**config.mk**
```make
export PLATFORM = sky130hd
export DESIGN_NAME = uart_rx_16x_flat
export DESIGN_NICKNAME = d
export VERILOG_FILES = /design/src/rtl/uart_rx_16x_if.sv /design/src/rtl/uart_rx_16x.sv /design/src/flat_wrapper.sv
export SDC_FILE = /design/constraint.sdc
export NUM_CORES = 1
export LEC_CHECK = 0
export BUFFER_PORTS_ARGS = -buffer_cell sky130_fd_sc_hd__buf_4
export CORE_AREA = 10 10 65 67
export CTS_CLUSTER_SIZE = 10
export DETAILED_ROUTE_END_ITERATION = 8
export DIE_AREA = 0 0 75 77
export HOLD_SLACK_MARGIN = 0.1
export PLACE_DENSITY = 0.72
export RECOVER_POWER = 25
export SETUP_SLACK_MARGIN = 0.1
export SLEW_MARGIN = 5
export SYNTH_ARGS = -nofsm -noshare
export SYNTH_HDL_FRONTEND = slang
export SYNTH_SLANG_ARGS = --single-unit
```
**constraint.sdc**
```tcl
create_clock -name CLK -period 1.57 [get_ports CLK]
set_clock_uncertainty 0.15 [all_clocks]
set_input_delay 0.314 -clock CLK [delete_from_list [all_inputs] [get_ports CLK]]
set_output_delay 0.314 -clock CLK [all_outputs]
set_load 0.05 [all_outputs]
```
**src/rtl/uart_rx_16x_if.sv**
```systemverilog
// uart_rx_16x: byte handshake between the receiver and its consumer.
// The receiver drives data and flags; the consumer returns the acknowledge.
interface uart_rx_16x_if #(
  parameter int DATA_BITS = 8
);
  logic [DATA_BITS-1:0] DATA_OUT;
  logic                 DATA_VALID;
  logic                 DATA_ACK;
  logic                 FRAME_ERR;
  logic                 OVERRUN;

  modport master (
    output DATA_OUT,
    output DATA_VALID,
    output FRAME_ERR,
    output OVERRUN,
    input  DATA_ACK
  );

  modport slave (
    input  DATA_OUT,
    input  DATA_VALID,
    input  FRAME_ERR,
    input  OVERRUN,
    output DATA_ACK
  );
endinterface

```
**src/rtl/uart_rx_16x.sv**
```systemverilog
// uart_rx_16x: UART receiver on a 16x baud tick, mid-bit sampling,
// stop-bit check, valid/ack handshake with framing and overrun flags.
module uart_rx_16x #(
  parameter int DATA_BITS  = 8,
  parameter int MID_SAMPLE = 7
) (
  input  logic CLK,
  input  logic RESET,
  input  logic BAUD_TICK,
  input  logic RX,
  output logic BUSY,
  uart_rx_16x_if.master bus
);

  typedef enum logic [2:0] {
    IDLE,
    START,
    DATA,
    STOP,
    WAIT_HIGH
  } state_t;

  localparam logic [3:0] MID  = 4'(MID_SAMPLE);
  localparam logic [2:0] LAST = 3'(DATA_BITS - 1);

  state_t state, state_n;

  logic                 rx_m, rx_s;
  logic [3:0]           tick_cnt, tick_n;
  logic [2:0]           bit_cnt, bit_n;
  logic [DATA_BITS-1:0] sr, sr_n;
  logic [DATA_BITS-1:0] dout_n;
  logic                 valid_n, ferr_n, ovr_n;
  logic                 good, bad, ack_v, last_tick;

  assign last_tick = (tick_cnt == 4'hf);
  assign BUSY      = (state != IDLE);

  always_ff @(posedge CLK) begin
    if (RESET) begin
      rx_m           <= 1'b1;
      rx_s           <= 1'b1;
      state          <= IDLE;
      tick_cnt       <= '0;
      bit_cnt        <= '0;
      sr             <= '0;
      bus.DATA_OUT   <= '0;
      bus.DATA_VALID <= 1'b0;
      bus.FRAME_ERR  <= 1'b0;
      bus.OVERRUN    <= 1'b0;
    end else begin
      rx_m           <= RX;
      rx_s           <= rx_m;
      state          <= state_n;
      tick_cnt       <= tick_n;
      bit_cnt        <= bit_n;
      sr             <= sr_n;
      bus.DATA_OUT   <= dout_n;
      bus.DATA_VALID <= valid_n;
      bus.FRAME_ERR  <= ferr_n;
      bus.OVERRUN    <= ovr_n;
    end
  end

  always_comb begin
    state_n = state;
    tick_n  = tick_cnt;
    bit_n   = bit_cnt;
    sr_n    = sr;
    good    = 1'b0;
    bad     = 1'b0;
    if (BAUD_TICK) begin
      tick_n = tick_cnt + 4'd1;
      unique case (state)
        IDLE: begin
          if (!rx_s) begin
            state_n = START;
            tick_n  = '0;
          end
        end
        START: begin
          if (tick_cnt == MID) begin
            tick_n = '0;
            bit_n  = '0;
            state_n = rx_s ? IDLE : DATA;
          end
        end
        DATA: begin
          if (last_tick) begin
            sr_n  = {rx_s, sr[DATA_BITS-1:1]};
            bit_n = bit_cnt + 3'd1;
            if (bit_cnt == LAST) begin
              state_n = STOP;
              tick_n  = '0;
            end
          end
        end
        STOP: begin
          if (last_tick) begin
            good    = rx_s;
            bad     = !rx_s;
            state_n = rx_s ? IDLE : WAIT_HIGH;
          end
        end
        WAIT_HIGH: begin
          if (rx_s) state_n = IDLE;
        end
        default: state_n = IDLE;
      endcase
    end
  end

  // A coincident ack retires the old byte, so the new one never overruns.
  always_comb begin
    dout_n  = bus.DATA_OUT;
    valid_n = bus.DATA_VALID;
    ovr_n   = bus.OVERRUN;
    ferr_n  = bad;
    ack_v   = bus.DATA_ACK && bus.DATA_VALID;
    if (good) begin
      dout_n  = sr;
      valid_n = 1'b1;
    end else if (ack_v) begin
      valid_n = 1'b0;
    end
    if (ack_v) begin
      ovr_n = 1'b0;
    end else if (good && bus.DATA_VALID) begin
      ovr_n = 1'b1;
    end
  end

endmodule

```
**src/flat_wrapper.sv**
```systemverilog
// flat-port wrapper written by rule: the top's interface ports become plain ports
module uart_rx_16x_flat 
#(
  parameter int DATA_BITS  = 8,
  parameter int MID_SAMPLE = 7
)
  (CLK, RESET, BAUD_TICK, RX, BUSY, bus_DATA_OUT, bus_DATA_VALID, bus_FRAME_ERR, bus_OVERRUN, bus_DATA_ACK);
  uart_rx_16x_if #(.DATA_BITS(DATA_BITS)) bus_i ();
  input  logic CLK;
  input  logic RESET;
  input  logic BAUD_TICK;
  input  logic RX;
  output logic BUSY;
  output wire logic [$bits(bus_i.DATA_OUT)-1:0] bus_DATA_OUT;
  output wire logic [$bits(bus_i.DATA_VALID)-1:0] bus_DATA_VALID;
  output wire logic [$bits(bus_i.FRAME_ERR)-1:0] bus_FRAME_ERR;
  output wire logic [$bits(bus_i.OVERRUN)-1:0] bus_OVERRUN;
  input wire logic [$bits(bus_i.DATA_ACK)-1:0] bus_DATA_ACK;
  assign bus_DATA_OUT = bus_i.DATA_OUT;
  assign bus_DATA_VALID = bus_i.DATA_VALID;
  assign bus_FRAME_ERR = bus_i.FRAME_ERR;
  assign bus_OVERRUN = bus_i.OVERRUN;
  assign bus_i.DATA_ACK = bus_DATA_ACK;
  uart_rx_16x #(.DATA_BITS(DATA_BITS), .MID_SAMPLE(MID_SAMPLE)) u_core (.CLK(CLK), .RESET(RESET), .BAUD_TICK(BAUD_TICK), .RX(RX), .BUSY(BUSY), .bus(bus_i));
endmodule
```
==> summary.md <==
| Metric | Value |
|---|---|
| TritonCTS Buffers | `5` |
| Routed Antenna Nets | `0` |
| Drt first-iter violations | `194` |
| CP Max Fanout | `2` |
| Worst Setup Path Type | `register to output pin` |
| Top-area cell type share of the netlist area | `42.4%` |
| Relative slew slack | `78.2%` |
| Crit path buf inv count | `1` |
| Max_cap viols | `0` |
| DP Wirelength | `2360 microns` |
| Ant diodes | `0` |
| Vias in the first global route | `1412` |
| Worst-skew pair later-pin latency | `0.35 ns` |
| R2R Setup Slk | `0.05 ns` |
| Initial antenna violation count | `0` |
| Syn Area/Cell | `8.71 sq um` |
| Chip height | `77 microns` |
| H-tree levels | `2` |
| Net count after synthesis | `176` |
| Cell count of the worst reg-to-reg path | `5` |
| Cell Area, Synth | `0.00146 sq mm` |
| Post-synth EDFFs | `0` |
| Asr flop ratio synth | `0%` |
| Max incr delay on CP | `0.38 ns` |
| Gate Count Post-Synth | `168` |
| Pre-CTS WS | `-0.0213 ns` |
| Period utilization | `110%` |
| Min cycle time layout | `1.72 ns` |
| Area grow syn2layout | `39.7%` |
| Post-synthesis register bit count | `31` |
| Hold Path Class | `input port to register` |
| Routability Congestion | `0.885` |
| Congestion Overflow GR | `0` |
| Clock Path Buffers | `2` |
| Die area | `0.00578 sq mm` |
| Failing checks | `negative setup slack` |
| Slew Viols, Final | `0` |
| Post-synth top area cell | `dfxtp_1` |
| Crit path max-delay family | `simple AND/OR/NAND/NOR gates` |
| Clock transition at path regs | `0.11 ns` |
| WP depth | `2` |
| Port-buffer cells | `16` |
| Main area contributors after synthesis | `dfxtp_1 (42%), a21oi_1 (6.8%), o21ai_0 (6.5%)` |
| Vias | `1418` |
| Placed cell area | `0.00163 sq mm` |
| Synth cell count leaders | `dfxtp_1 (31), a21oi_1 (20), o21ai_0 (19), nand3_1 (18), buf_2 (9)` |
| CTS tree | `yes` |
| Worst endpoint data arrival time | `1.26 ns` |
| CTS Root Cell | `clkbuf_4` |
| Drt via density | `6.03` |
| Max VDD drop | `0.000496 V` |
| Fillers | `225` |
| Slowest-stage cell, CP | `or3_4` |
| Final std cells w/o fill | `235` |
| Cells along the critical path | `or3_4 > buf_6` |
| Crit end category | `output pin` |
| IO Pins | `17` |
| Initial Utilization | `49.1%` |
| Worst r2r dst | `u_core.state[2]` |
| Status | `complete, but fails checks` |
| First-pass GRT wire length | `6470 microns` |
| Most common cell in the synthesized netlist | `dfxtp_1` |
| Routed wire length | `4150 microns` |
| # rows | `20` |
| Ys flop type | `dfxtp_1` |
| Layout cells sized above 1 | `44.6%` |
| Critical Path RT | `1.11 ns` |
| Pleak | `0.768 nW` |
| Netlist cell types | `44` |
| WL per Instance | `17.7 microns` |
| Pwr dens | `676 mW/mm^2` |
| Critical Path Sink | `BUSY` |
| Worst Tran Pin Value | `0.324 ns` |
| Final Cell Area | `0.00204 sq mm` |
| Unrepaired setup endpoints after global routing | `true` |
| Initial DRT Pass Iterations | `4` |
| Die X | `75 microns` |
| Sequential fraction of the synthesis area | `42.4%` |
| Dpl cells | `211` |
| Yosys warnings | `0` |
| Final setup fails | `1` |
| Clock Sinks | `31` |
| Critical path startpoint | `u_core.state[1]` |
| Core footprint | `0.00298 sq mm` |
| Nets | `209` |
| R2R Path Start | `u_core.tick_cnt[1]` |
| Final WS setup | `-0.152 ns` |
| FMAX | `581 MHz` |
| GRT Util Overall | `14.1%` |
| Largest net degree at the start of global routing | `20` |
| Residual DRC count | `0` |
| WHS Path Cells | `2` |
| Critical Path Start Type | `register` |
| Final hold violations | `0` |
==> metrics by stage <==
stage / hold WS [ns] / TNS [ns] / utilization, % / power, mW
final: 0.183 / -0.152 / 68.6 / 1.38
after global routing: 0.211 / -0.188 / 68.6 / 1.43
after CTS: 0.100 / -0.153 / 62.2 / 1.37
after detailed placement: 0.262 / -0.0384 / 54.7 / 0.896
after global placement: 0.242 / 0 / 54.7 / 0.893
after floorplan: 0.239 / 0 / - / 0.873
==> cell type report <==
| cell class | instances | area, sq um | area share (%) |
|---|---|---|---|
| clock inverters | 3 | 15.0 | 0.735 |
| clock buffers | 5 | 37.5 | 1.84 |
| well taps | 33 | 41.3 | 2.02 |
| flip-flops and latches | 31 | 642 | 31.4 |
| repair buffers | 42 | 369 | 18.1 |
| multi-input cells | 117 | 923 | 45.2 |
| inverters | 4 | 15.0 | 0.735 |
==> cell families after synthesis <==
logic type	count (synthesis)	synth area share (%)
DFF	31	42.4
and+or+nand+nor	55	22.8
xor gates and xnor gates	1	0.599
muxes	3	2.14
AOI/OAI and AO/OA	55	22.4
buffers and inverters	20	7.01
adders and majority gates	3	2.57
==> worst reg2reg max path, stage by stage, from the launching register on <==
cell	delay (ns)
dfxtp_4	0.37
ha_4	0.17
and4b_4	0.33
buf_12	0.14
nand4b_1	0.14
a21oi_2	0.16
==> sequential cells by signal, summed over array words and instances, names as in the netlist <==
register and count:
u_core.bus.OVERRUN 1, u_core.bit_cnt 3, u_core.rx_m 1, u_core.bus.DATA_VALID 1, u_core.sr 8, u_core.rx_s 1, u_core.state 3, u_core.bus.FRAME_ERR 1
u_core.tick_cnt 4, u_core.bus.DATA_OUT 8
==> timing repair <==
action,CTS,global route
buffers inserted,5,3
resized for setup,17,46
hold buffers,6,0
pin swaps,8,10
setup endpoints to repair,27,27
gates cloned,1,1
endpoints found under the hold margin,7,0
==> cell usage in the layout, fill, tap and decap left out, types with 3 or more instances in the layout <==
cell type	netlist	layout
a21oi_1	20	11
dfxtp_1	31	24
ha_4	0	3
a21oi_2	0	8
inv_1	4	4
o21ai_1	0	8
nand2_1	6	5
o21ai_0	19	9
nand3_1	18	13
nor2_1	6	6
dfxtp_4	0	5
clkinv_2	0	3
dlygate4sd3_1	0	6
buf_6	1	3
nand3_2	0	5
clkbuf_4	0	5
clkbuf_2	1	9
buf_4	2	21
==> power breakdown <==
| part | switching (mW) | internal [mW] | leakage [nW] |
|---|---|---|---|
| Combinational | 0.0606 | 0.0512 | 0.478 |
| Clock | 0.305 | 0.166 | 0.0347 |
| Sequential | 0.00861 | 0.789 | 0.255 |
| Total | 0.375 | 1.01 | 0.768 |
==> worst min-delay path by stage <==
stage | from | endpoint | slack [ns]
after floorplan | u_core.rx_m | u_core.rx_s | 0.24
after global placement | u_core.rx_m | u_core.rx_s | 0.24
after detailed placement | u_core.rx_m | u_core.rx_s | 0.26
after CTS | RESET | u_core.rx_s | 0.10
after global routing | RESET | u_core.rx_s | 0.21
final | RESET | u_core.rx_s | 0.18
==> metal layers <==
layer | vias up | track usage, % | wire (microns)
li1 | 690 | - | -
met1 | 689 | 15.2 | 1760
met2 | 29 | 23.0 | 2130
met3 | 10 | 4.89 | 164
met4 | 0 | 7.95 | 106
met5 | - | 0 | 0
No activity file was read; power rests on OpenSTA's default activity.
